==> config.mk <==
export PLATFORM = sky130hd
export DESIGN_NAME = mem_wb_hilo
export DESIGN_NICKNAME = d
export VERILOG_FILES = /design/src/rtl/mem_wb_hilo_pkg.sv /design/src/rtl/mem_wb_hilo_hilo_reg.sv /design/src/rtl/mem_wb_hilo.sv
export SDC_FILE = /design/constraint.sdc
export NUM_CORES = 1
export LEC_CHECK = 0
export ABC_AREA = 1
export CAP_MARGIN = 15
export CORE_ASPECT_RATIO = 0.75
export CORE_MARGIN = 8
export CORE_UTILIZATION = 45
export CTS_CLUSTER_SIZE = 30
export DETAILED_ROUTE_END_ITERATION = 8
export MAX_ROUTING_LAYER = met4
export PLACE_DENSITY_LB_ADDON = 0.08
export SYNTH_ARGS = -nofsm -noshare
export SYNTH_HDL_FRONTEND = slang
export SYNTH_SLANG_ARGS = --single-unit
==> constraint.sdc <==
create_clock -name clk -period 3.1 [get_ports clk]
set_clock_uncertainty 0.05 [all_clocks]
set_input_delay 0.775 -clock clk [delete_from_list [all_inputs] [get_ports clk]]
set_output_delay 0.775 -clock clk [all_outputs]
set_load 0.005 [all_outputs]
==> src/rtl/mem_wb_hilo_pkg.sv <==
// mem_wb_hilo_pkg
//   Shared constants and helpers for the MEM->WB register and its HI/LO owner.
//   Constants mirror the legacy define.v names (RegBus, NOPRegAddr, RstEnable, ...).
//   Contents:
//     RST_ENABLE / WRITE_ENABLE / WRITE_DISABLE / STOP / NO_STOP  control levels
//     REG_BUS_W / REG_ADDR_BUS_W                                   default bus widths
//     ZERO_WORD / NOP_REG_ADDR                                     reset / bubble values
//     stage_act_e, stage_action()                                  per-edge WB slot action
package mem_wb_hilo_pkg;

    localparam int unsigned REG_BUS_W      = 32;
    localparam int unsigned REG_ADDR_BUS_W = 5;

    localparam logic RST_ENABLE    = 1'b0;
    localparam logic WRITE_ENABLE  = 1'b1;
    localparam logic WRITE_DISABLE = 1'b0;
    localparam logic STOP          = 1'b1;
    localparam logic NO_STOP       = 1'b0;

    localparam logic [REG_BUS_W-1:0]      ZERO_WORD    = '0;
    localparam logic [REG_ADDR_BUS_W-1:0] NOP_REG_ADDR = '0;

    // What the WB slot does on a non-reset edge.
    typedef enum logic [1:0] {
        ACT_ADVANCE = 2'd0,
        ACT_HOLD    = 2'd1,
        ACT_BUBBLE  = 2'd2,
        ACT_FLUSH   = 2'd3
    } stage_act_e;

    // Priority: flush > bubble (MEM stalled, WB free) > hold (both stalled) > advance.
    function automatic stage_act_e stage_action(input logic flush,
                                                input logic stall_mem,
                                                input logic stall_wb);
        stage_act_e act;
        if (flush)
            act = ACT_FLUSH;
        else if (stall_mem == STOP && stall_wb == NO_STOP)
            act = ACT_BUBBLE;
        else if (stall_mem == STOP)
            act = ACT_HOLD;
        else
            act = ACT_ADVANCE;
        return act;
    endfunction

endpackage

==> src/rtl/mem_wb_hilo_hilo_reg.sv <==
// mem_wb_hilo_hilo_reg
//   Architectural HI/LO register pair. Loads both halves when i_we is high.
//   Ports:
//     i_clk        clock (posedge)
//     i_rst        synchronous reset, active-low
//     i_we         commit enable
//     i_hi, i_lo   values to commit
//     o_hi, o_lo   architectural HI / LO
module mem_wb_hilo_hilo_reg
    import mem_wb_hilo_pkg::*;
#(
    parameter int unsigned DATA_W = 32
) (
    input  logic              i_clk,
    input  logic              i_rst,
    input  logic              i_we,
    input  logic [DATA_W-1:0] i_hi,
    input  logic [DATA_W-1:0] i_lo,
    output logic [DATA_W-1:0] o_hi,
    output logic [DATA_W-1:0] o_lo
);

    logic [DATA_W-1:0] r_hi;
    logic [DATA_W-1:0] r_lo;

    always_ff @(posedge i_clk) begin
        if (i_rst == RST_ENABLE) begin
            r_hi <= '0;
            r_lo <= '0;
        end else if (i_we == WRITE_ENABLE) begin
            r_hi <= i_hi;
            r_lo <= i_lo;
        end
    end

    assign o_hi = r_hi;
    assign o_lo = r_lo;

endmodule

==> src/rtl/mem_wb_hilo.sv <==
// mem_wb_hilo
//   MEM->WB pipeline register plus owner of the architectural HI/LO pair.
//   HI/LO commit one cycle after the writing instruction reaches WB, and a
//   retired-instruction counter advances whenever a valid WB instruction leaves.
//   Build option: define HILO_FWD_EN to forward pending HI/LO writes to EX
//   (youngest wins); otherwise EX sees the architectural HI/LO only.
//   Ports:
//     clk, rst                 clock / synchronous active-low reset
//     mem_valid                MEM slot holds a real instruction
//     mem_wd/wreg/wdata        MEM-stage GPR write
//     mem_whilo/hi/lo          MEM-stage HI/LO write
//     stall, flush             pipeline control
//     wb_wd/wreg/wdata/whilo   WB-stage bundle to the regfile
//     hi_o, lo_o               architectural HI / LO
//     ex_hi, ex_lo             HI / LO as seen by EX (combinational)
//     retire_cnt               retired-instruction count (wraps)
module mem_wb_hilo
    import mem_wb_hilo_pkg::*;
#(
    parameter int unsigned DATA_W    = 32,
    parameter int unsigned ADDR_W    = 5,
    parameter int unsigned STALL_W   = 6,
    parameter int unsigned STALL_IDX = 4
) (
    input  logic               clk,
    input  logic               rst,
    input  logic               mem_valid,
    input  logic [ADDR_W-1:0]  mem_wd,
    input  logic               mem_wreg,
    input  logic [DATA_W-1:0]  mem_wdata,
    input  logic               mem_whilo,
    input  logic [DATA_W-1:0]  mem_hi,
    input  logic [DATA_W-1:0]  mem_lo,
    input  logic [STALL_W-1:0] stall,
    input  logic               flush,
    output logic [ADDR_W-1:0]  wb_wd,
    output logic               wb_wreg,
    output logic [DATA_W-1:0]  wb_wdata,
    output logic               wb_whilo,
    output logic [DATA_W-1:0]  hi_o,
    output logic [DATA_W-1:0]  lo_o,
    output logic [DATA_W-1:0]  ex_hi,
    output logic [DATA_W-1:0]  ex_lo,
    output logic [31:0]        retire_cnt
);

    logic [ADDR_W-1:0] r_wb_wd;
    logic              r_wb_wreg;
    logic [DATA_W-1:0] r_wb_wdata;
    logic              r_wb_whilo;
    logic [DATA_W-1:0] r_wb_hi;
    logic [DATA_W-1:0] r_wb_lo;
    logic              r_wb_valid;
    logic [31:0]       r_retire_cnt;

    logic       w_stall_mem;
    logic       w_stall_wb;
    logic       w_commit;
    logic       w_retire;
    logic       w_unused_stall;
    stage_act_e w_act;

    assign w_stall_mem = stall[STALL_IDX];
    assign w_stall_wb  = stall[STALL_IDX+1];
    assign w_act       = stage_action(flush, w_stall_mem, w_stall_wb);

    // The WB occupant is already past the flush point, so commit and retire
    // depend only on the WB stall bit, never on flush.
    assign w_commit = r_wb_whilo & (w_stall_wb == NO_STOP);
    assign w_retire = r_wb_valid & (w_stall_wb == NO_STOP);

    // Only this stage's two stall bits matter here.
    assign w_unused_stall = ^stall;

    always_ff @(posedge clk) begin
        if (rst == RST_ENABLE) begin
            r_wb_wd      <= '0;
            r_wb_wreg    <= WRITE_DISABLE;
            r_wb_wdata   <= '0;
            r_wb_whilo   <= WRITE_DISABLE;
            r_wb_hi      <= '0;
            r_wb_lo      <= '0;
            r_wb_valid   <= 1'b0;
            r_retire_cnt <= '0;
        end else begin
            case (w_act)
                ACT_FLUSH, ACT_BUBBLE: begin
                    r_wb_wd    <= '0;
                    r_wb_wreg  <= WRITE_DISABLE;
                    r_wb_wdata <= '0;
                    r_wb_whilo <= WRITE_DISABLE;
                    r_wb_hi    <= '0;
                    r_wb_lo    <= '0;
                    r_wb_valid <= 1'b0;
                end
                ACT_ADVANCE: begin
                    // Bubbles still carry their fields but never write.
                    r_wb_wd    <= mem_wd;
                    r_wb_wreg  <= mem_wreg & mem_valid;
                    r_wb_wdata <= mem_wdata;
                    r_wb_whilo <= mem_whilo & mem_valid;
                    r_wb_hi    <= mem_hi;
                    r_wb_lo    <= mem_lo;
                    r_wb_valid <= mem_valid;
                end
                default: begin
                    // ACT_HOLD: keep the WB slot as is.
                end
            endcase
            if (w_retire)
                r_retire_cnt <= r_retire_cnt + 32'd1;
        end
    end

    mem_wb_hilo_hilo_reg #(
        .DATA_W (DATA_W)
    ) u_hilo_reg (
        .i_clk (clk),
        .i_rst (rst),
        .i_we  (w_commit),
        .i_hi  (r_wb_hi),
        .i_lo  (r_wb_lo),
        .o_hi  (hi_o),
        .o_lo  (lo_o)
    );

`ifdef HILO_FWD_EN
    always_comb begin
        ex_hi = hi_o;
        ex_lo = lo_o;
        if (mem_whilo) begin
            ex_hi = mem_hi;
            ex_lo = mem_lo;
        end else if (r_wb_whilo) begin
            ex_hi = r_wb_hi;
            ex_lo = r_wb_lo;
        end
    end
`else
    assign ex_hi = hi_o;
    assign ex_lo = lo_o;
`endif

    assign wb_wd      = r_wb_wd;
    assign wb_wreg    = r_wb_wreg;
    assign wb_wdata   = r_wb_wdata;
    assign wb_whilo   = r_wb_whilo;
    assign retire_cnt = r_retire_cnt;

endmodule

; Word level (Yosys, flattened, before mapping)
; Index checks and enable logic that the tools add are counted.
[totals]
inputBits = 113
output_inout_bits = 199
ff_bits = 200
word_cells = 32
[op_classes]
n_reduce_logical = 4
add_sub_neg = 1
bitwise = 5
mux = 10
eq_ne = 2
[op_table]
columns = op, n
row1 = case mux 32 bit (2 select lines), 3
row2 = "adder 32 x 1 -> 32 bit, second input constant", 1
row3 = case mux 5 bit (2 select lines), 1
row4 = case mux 1 bit (2 select lines), 3
row5 = AND 1 bit, 4
row6 = "equality test 2 bit, second input constant", 2
row7 = two-way mux 2 bit, 2
row8 = logical NOT 2 bit, 1
row9 = nonzero test 2 bit, 1
row10 = OR reduction 2 bit, 1
row11 = logical AND 1 bit, 1
row12 = two-way mux 1 bit, 1
row13 = NOT 1 bit, 1

; Depth between registers and ports, before layout
[logic_depth]
word_depth = 7
depth_mapped = 9
depth_no_buf = 9

; Hierarchy
; From an unflattened synthesis, not the netlist that was laid out.
[unflattened]
hier_cells = 1215
hier_area_um2 = 8531.9
[modules_own_cells]
columns = mod, seq_area_each_um2, area_each_um2, instances, cells_per_inst
row1 = mem_wb_hilo, 2722.6, 5861.9, 1, 810
row2 = mem_wb_hilo_hilo_reg, 1281.2, 2670.1, 1, 405

; Worst setup path before layout
; OpenSTA, ideal clock, no wires.
[synth_timing]
path_kind = input to register
startpoint = input rst
endpoint = register r_wb_hi[10]
n_path_buf = 3
setup_time_ps = 132
stages = 5
path_slack_ps = 1368
required_ps = 2918
t_arrival_ps = 1550
cell_sequence = buf_2 -> inv_1 -> clkbuf_1 -> buf_1 -> a21oi_1
[synth_lines]
columns = item, line
row1 = from (decl), mem_wb_hilo.sv:26  ; input logic rst,
row2 = to (signal assigned), mem_wb_hilo.sv:102  ; r_wb_hi <= mem_hi;
row3 = to (decl), mem_wb_hilo.sv:51  ; logic [DATA_W-1:0] r_wb_hi;
; No word-level cell between the ends.

; Final worst setup path
[layout_timing]
startpoint = register r_retire_cnt[23], in the netlist retire_cnt[23]
endpoint = output retire_cnt[23]
[layout_lines]
columns = item, line
row1 = from (decl), mem_wb_hilo.sv:54  ; logic [31:0] r_retire_cnt;
row2 = from (signal assigned), mem_wb_hilo.sv:111  ; r_retire_cnt <= r_retire_cnt + 32'd1;
row3 = to (decl), mem_wb_hilo.sv:44  ; output logic [31:0] retire_cnt
; No word-level cell between the ends.

==> impl_metrics.ini <==
[critical_path]
worstSetupEndpointType = primary output
r2r-start = retire_cnt[1]$_SDFFE_PN0P_
critPathBufInv = 1
crit_cells = 1
cp-startpoint = retire_cnt[23]$_SDFFE_PN0P_
worstSetupPathType = reg2out
cpLargestDelayFamily = buffers and inverters
cp_slowest_stage_delay_ps = 560
worstPathRequired_ps = 2270
regToRegEndpoint = retire_cnt[28]$_SDFFE_PN0P_
rrSetupSlack_ps = 1410
arrival_ps = 1450
crit_path_top_delay_cell = clkdlybuf4s50_1
crit_chain = clkdlybuf4s50_1
worstSetupStartpointType = register
critPathCapture = retire_cnt[23]
r2r_cells = 9
cp_max_fo = 7

[cts]
cts_resized = 0
clkSinkCount = 200
cts_inserted_buffers = 17
cts_max_path_buffers = 2
cts_setup_buffers = 0
clkLatencyLatePin_ps = 430
root_buffer = clkbuf_16
cts_tree = yes
cts_max_level = 4
cts_hold_buf = 0
clk_pin_slew_ps = 70

[timing]
final_hold_viol_count = 0
slew_viol_final = 0
relSlewSlack = 0.426
worst_pin_slew_ps = 860
rsz0062_at_grt = no
final.setup.tns_ps = 0
setup-violations-final = 0
fin_crit_ps = 2270
whs_ps = 407
post-route-period-util = 0.733
fmax_ghz = 0.440

[pwr]
p_seq_frac = 0.502
comb_power_share = 0.078
p_switching_uw = 1210
intPower_uw = 4070
ir_drop_mv = 0.312
p_per_area_nw_per_um2 = 465
p_leak_uw = 0.00403
power_frac_clock = 0.420
sw_frac_of_total = 0.229

[synthesis]
syn_nets = 1180
synth.yosys.warnings = 0
syn_area_per_cell_um2 = 7.47
yosysUniqueCellTypes = 26
synth-seq-cells = 200
syn_area_um2 = 7970
synthCells = 1066
synth.yosys.seq_area_share = 0.503

[detailed_routing]
drt-total-wl_mm = 24.2
vias = 7323
viasPerCell = 4.77
drc = 0
ant_nets = 0
first_iter_violations = 450
wl_per_cell_um = 15.7
first_pass_iters = 5

[layout]
final_cell_area_um2 = 11300
stdcell_count = 1536
final_nets = 1396
num_antenna_cells = 0
drive_gt1_frac = 0.0495
syn2layout_area_growth_pct = 42.4

[floorplanning]
die_h_um = 131
dieArea_um2 = 22300
placeableCoreArea_um2 = 17500
die_w_um = 170
rows = 42
pin_count = 312
start_util = 0.455

[global_route]
antenna_found_initial = 0
grt_max_degree = 91
grt.total_usage = 0.216
grt_pass1_vias = 6976
grt_pass1_wl_mm = 37.4
grt_overflow = 0

[place]
gp_congestion = 0.883
numPortBuffers = 307
place_hpwl_mm = 17.0
dp_cells = 1505
post_dp_cell_area_um2 = 10800

[min_path]
min_path_type = reg2reg

[run]
maxCapViolCount = 0

[status]
status = finished clean
-- cells in the mapped netlist --
cell,instances,share of area
nand2_2,2,0.0016
clkbuf_1,32,0.015
nand3b_1,1,0.00094
dfxtp_1,200,0.50
xnor2_1,1,0.0011
xor2_1,2,0.0022
nor2_2,1,0.00079
inv_1,40,0.019
o21ai_0,75,0.047
nor2_4,8,0.011
a21oi_1,120,0.075
buf_4,65,0.061
buf_1,4,0.0019
nand3_4,1,0.0022
buf_2,20,0.013
inv_2,2,0.00094
ha_1,1,0.0016
nand2_1,269,0.13
nand4_1,6,0.0047
nand3_2,2,0.0025
nor3_1,3,0.0019
nand3_1,26,0.016
nor2_1,180,0.085
nor3b_1,1,0.00094
nand2_4,2,0.0028
o21bai_1,2,0.0019
-- how the worst min path moves through the flow --
stage	depth (start not counted)	start	slack, ps	to
detailed placement	2	r_wb_lo[27]$_SDFFE_PN0P_	400	r_wb_lo[27]$_SDFFE_PN0P_
finish	2	r_wb_lo[27]$_SDFFE_PN0P_	410	r_wb_lo[27]$_SDFFE_PN0P_
CTS	2	r_wb_lo[27]$_SDFFE_PN0P_	410	r_wb_lo[27]$_SDFFE_PN0P_
global route	2	r_wb_lo[8]$_SDFFE_PN0P_	420	r_wb_lo[8]$_SDFFE_PN0P_
global placement	2	r_wb_hi[16]$_SDFFE_PN0P_	390	r_wb_hi[16]$_SDFFE_PN0P_
floorplan	2	r_wb_hi[0]$_SDFFE_PN0P_	390	r_wb_hi[0]$_SDFFE_PN0P_
-- cell families after synthesis --
logic type	synth area share
compound gates	0.124
simple gates	0.258
xor+xnor	0.00330
flops	0.503
buf+inv	0.111
fa+ha+maj	0.00157
-- layout by cell type, fill, tap and decap left out, drive strengths merged --
master,synthesis,routed
clkdlybuf4s50,0,306
nand2,273,273
dfxtp,200,200
nor2,189,189
a21oi,120,120
o21ai,75,75
inv,42,44
nand3,29,29
clkbuf,32,18
buf,89,12
nand4,6,6
clkinv,0,5
clkinvlp,0,4
nor3,3,3
o21bai,2,2
xor2,2,2
bufinv,0,2
nand3b,1,1
xnor2,1,1
nor3b,1,1
ha,1,1
-- cell type report --
class / count / area [µm²]
Tap cell: 242 / 303
Sequential cell: 200 / 4000
Timing Repair Buffer: 318 / 3200
Clock inverter: 13 / 146
Clock buffer: 18 / 439
Inverter: 42 / 160
Multi-Input combinational cell: 703 / 3090
Fill cell: 1575 / 6150
-- power groups by stage --
stage               logic, µW  clock network [µW]  registers (µW)
detailed placement        416                   0            2710
global placement          412                   0            2710
floorplan                 166                   0            2710
CTS                       418                2260            2650
global route              452                2360            2650
finish                    412                2220            2650
-- through the flow --
| stage | power [µW] | setup WS [ps] | util |
|---|---|---|---|
| 6_report | 5280 | 826 | 0.648 |
| 5_1_grt | 5470 | 769 | 0.648 |
| 4_1_cts | 5330 | 800 | 0.648 |
| 3_5_place_dp | 3120 | 635 | 0.615 |
| 3_3_place_gp | 3120 | 674 | 0.615 |
| 2_1_floorplan | 2870 | 1370 | - |
-- routing by layer --
layer  routed length (µm)  vias to the layer above  global-route usage
met5                    0                        -                   -
met2                11100                      241               0.344
met1                10900                     3317               0.261
met4                  210                        0              0.0549
li1                     -                     3748                   -
met3                 2010                       17              0.0700
-- state kept, by name, summed over array words and instances, names as in the netlist --
signal           flops
u_hilo_reg.o_lo     32
r_wb_hi             32
retire_cnt          32
wb_wdata            32
u_hilo_reg.o_hi     32
wb_whilo             1
wb_wreg              1
r_wb_valid           1
wb_wd                5
r_wb_lo             32
Note: power is estimated with default switching activity, not from simulation.
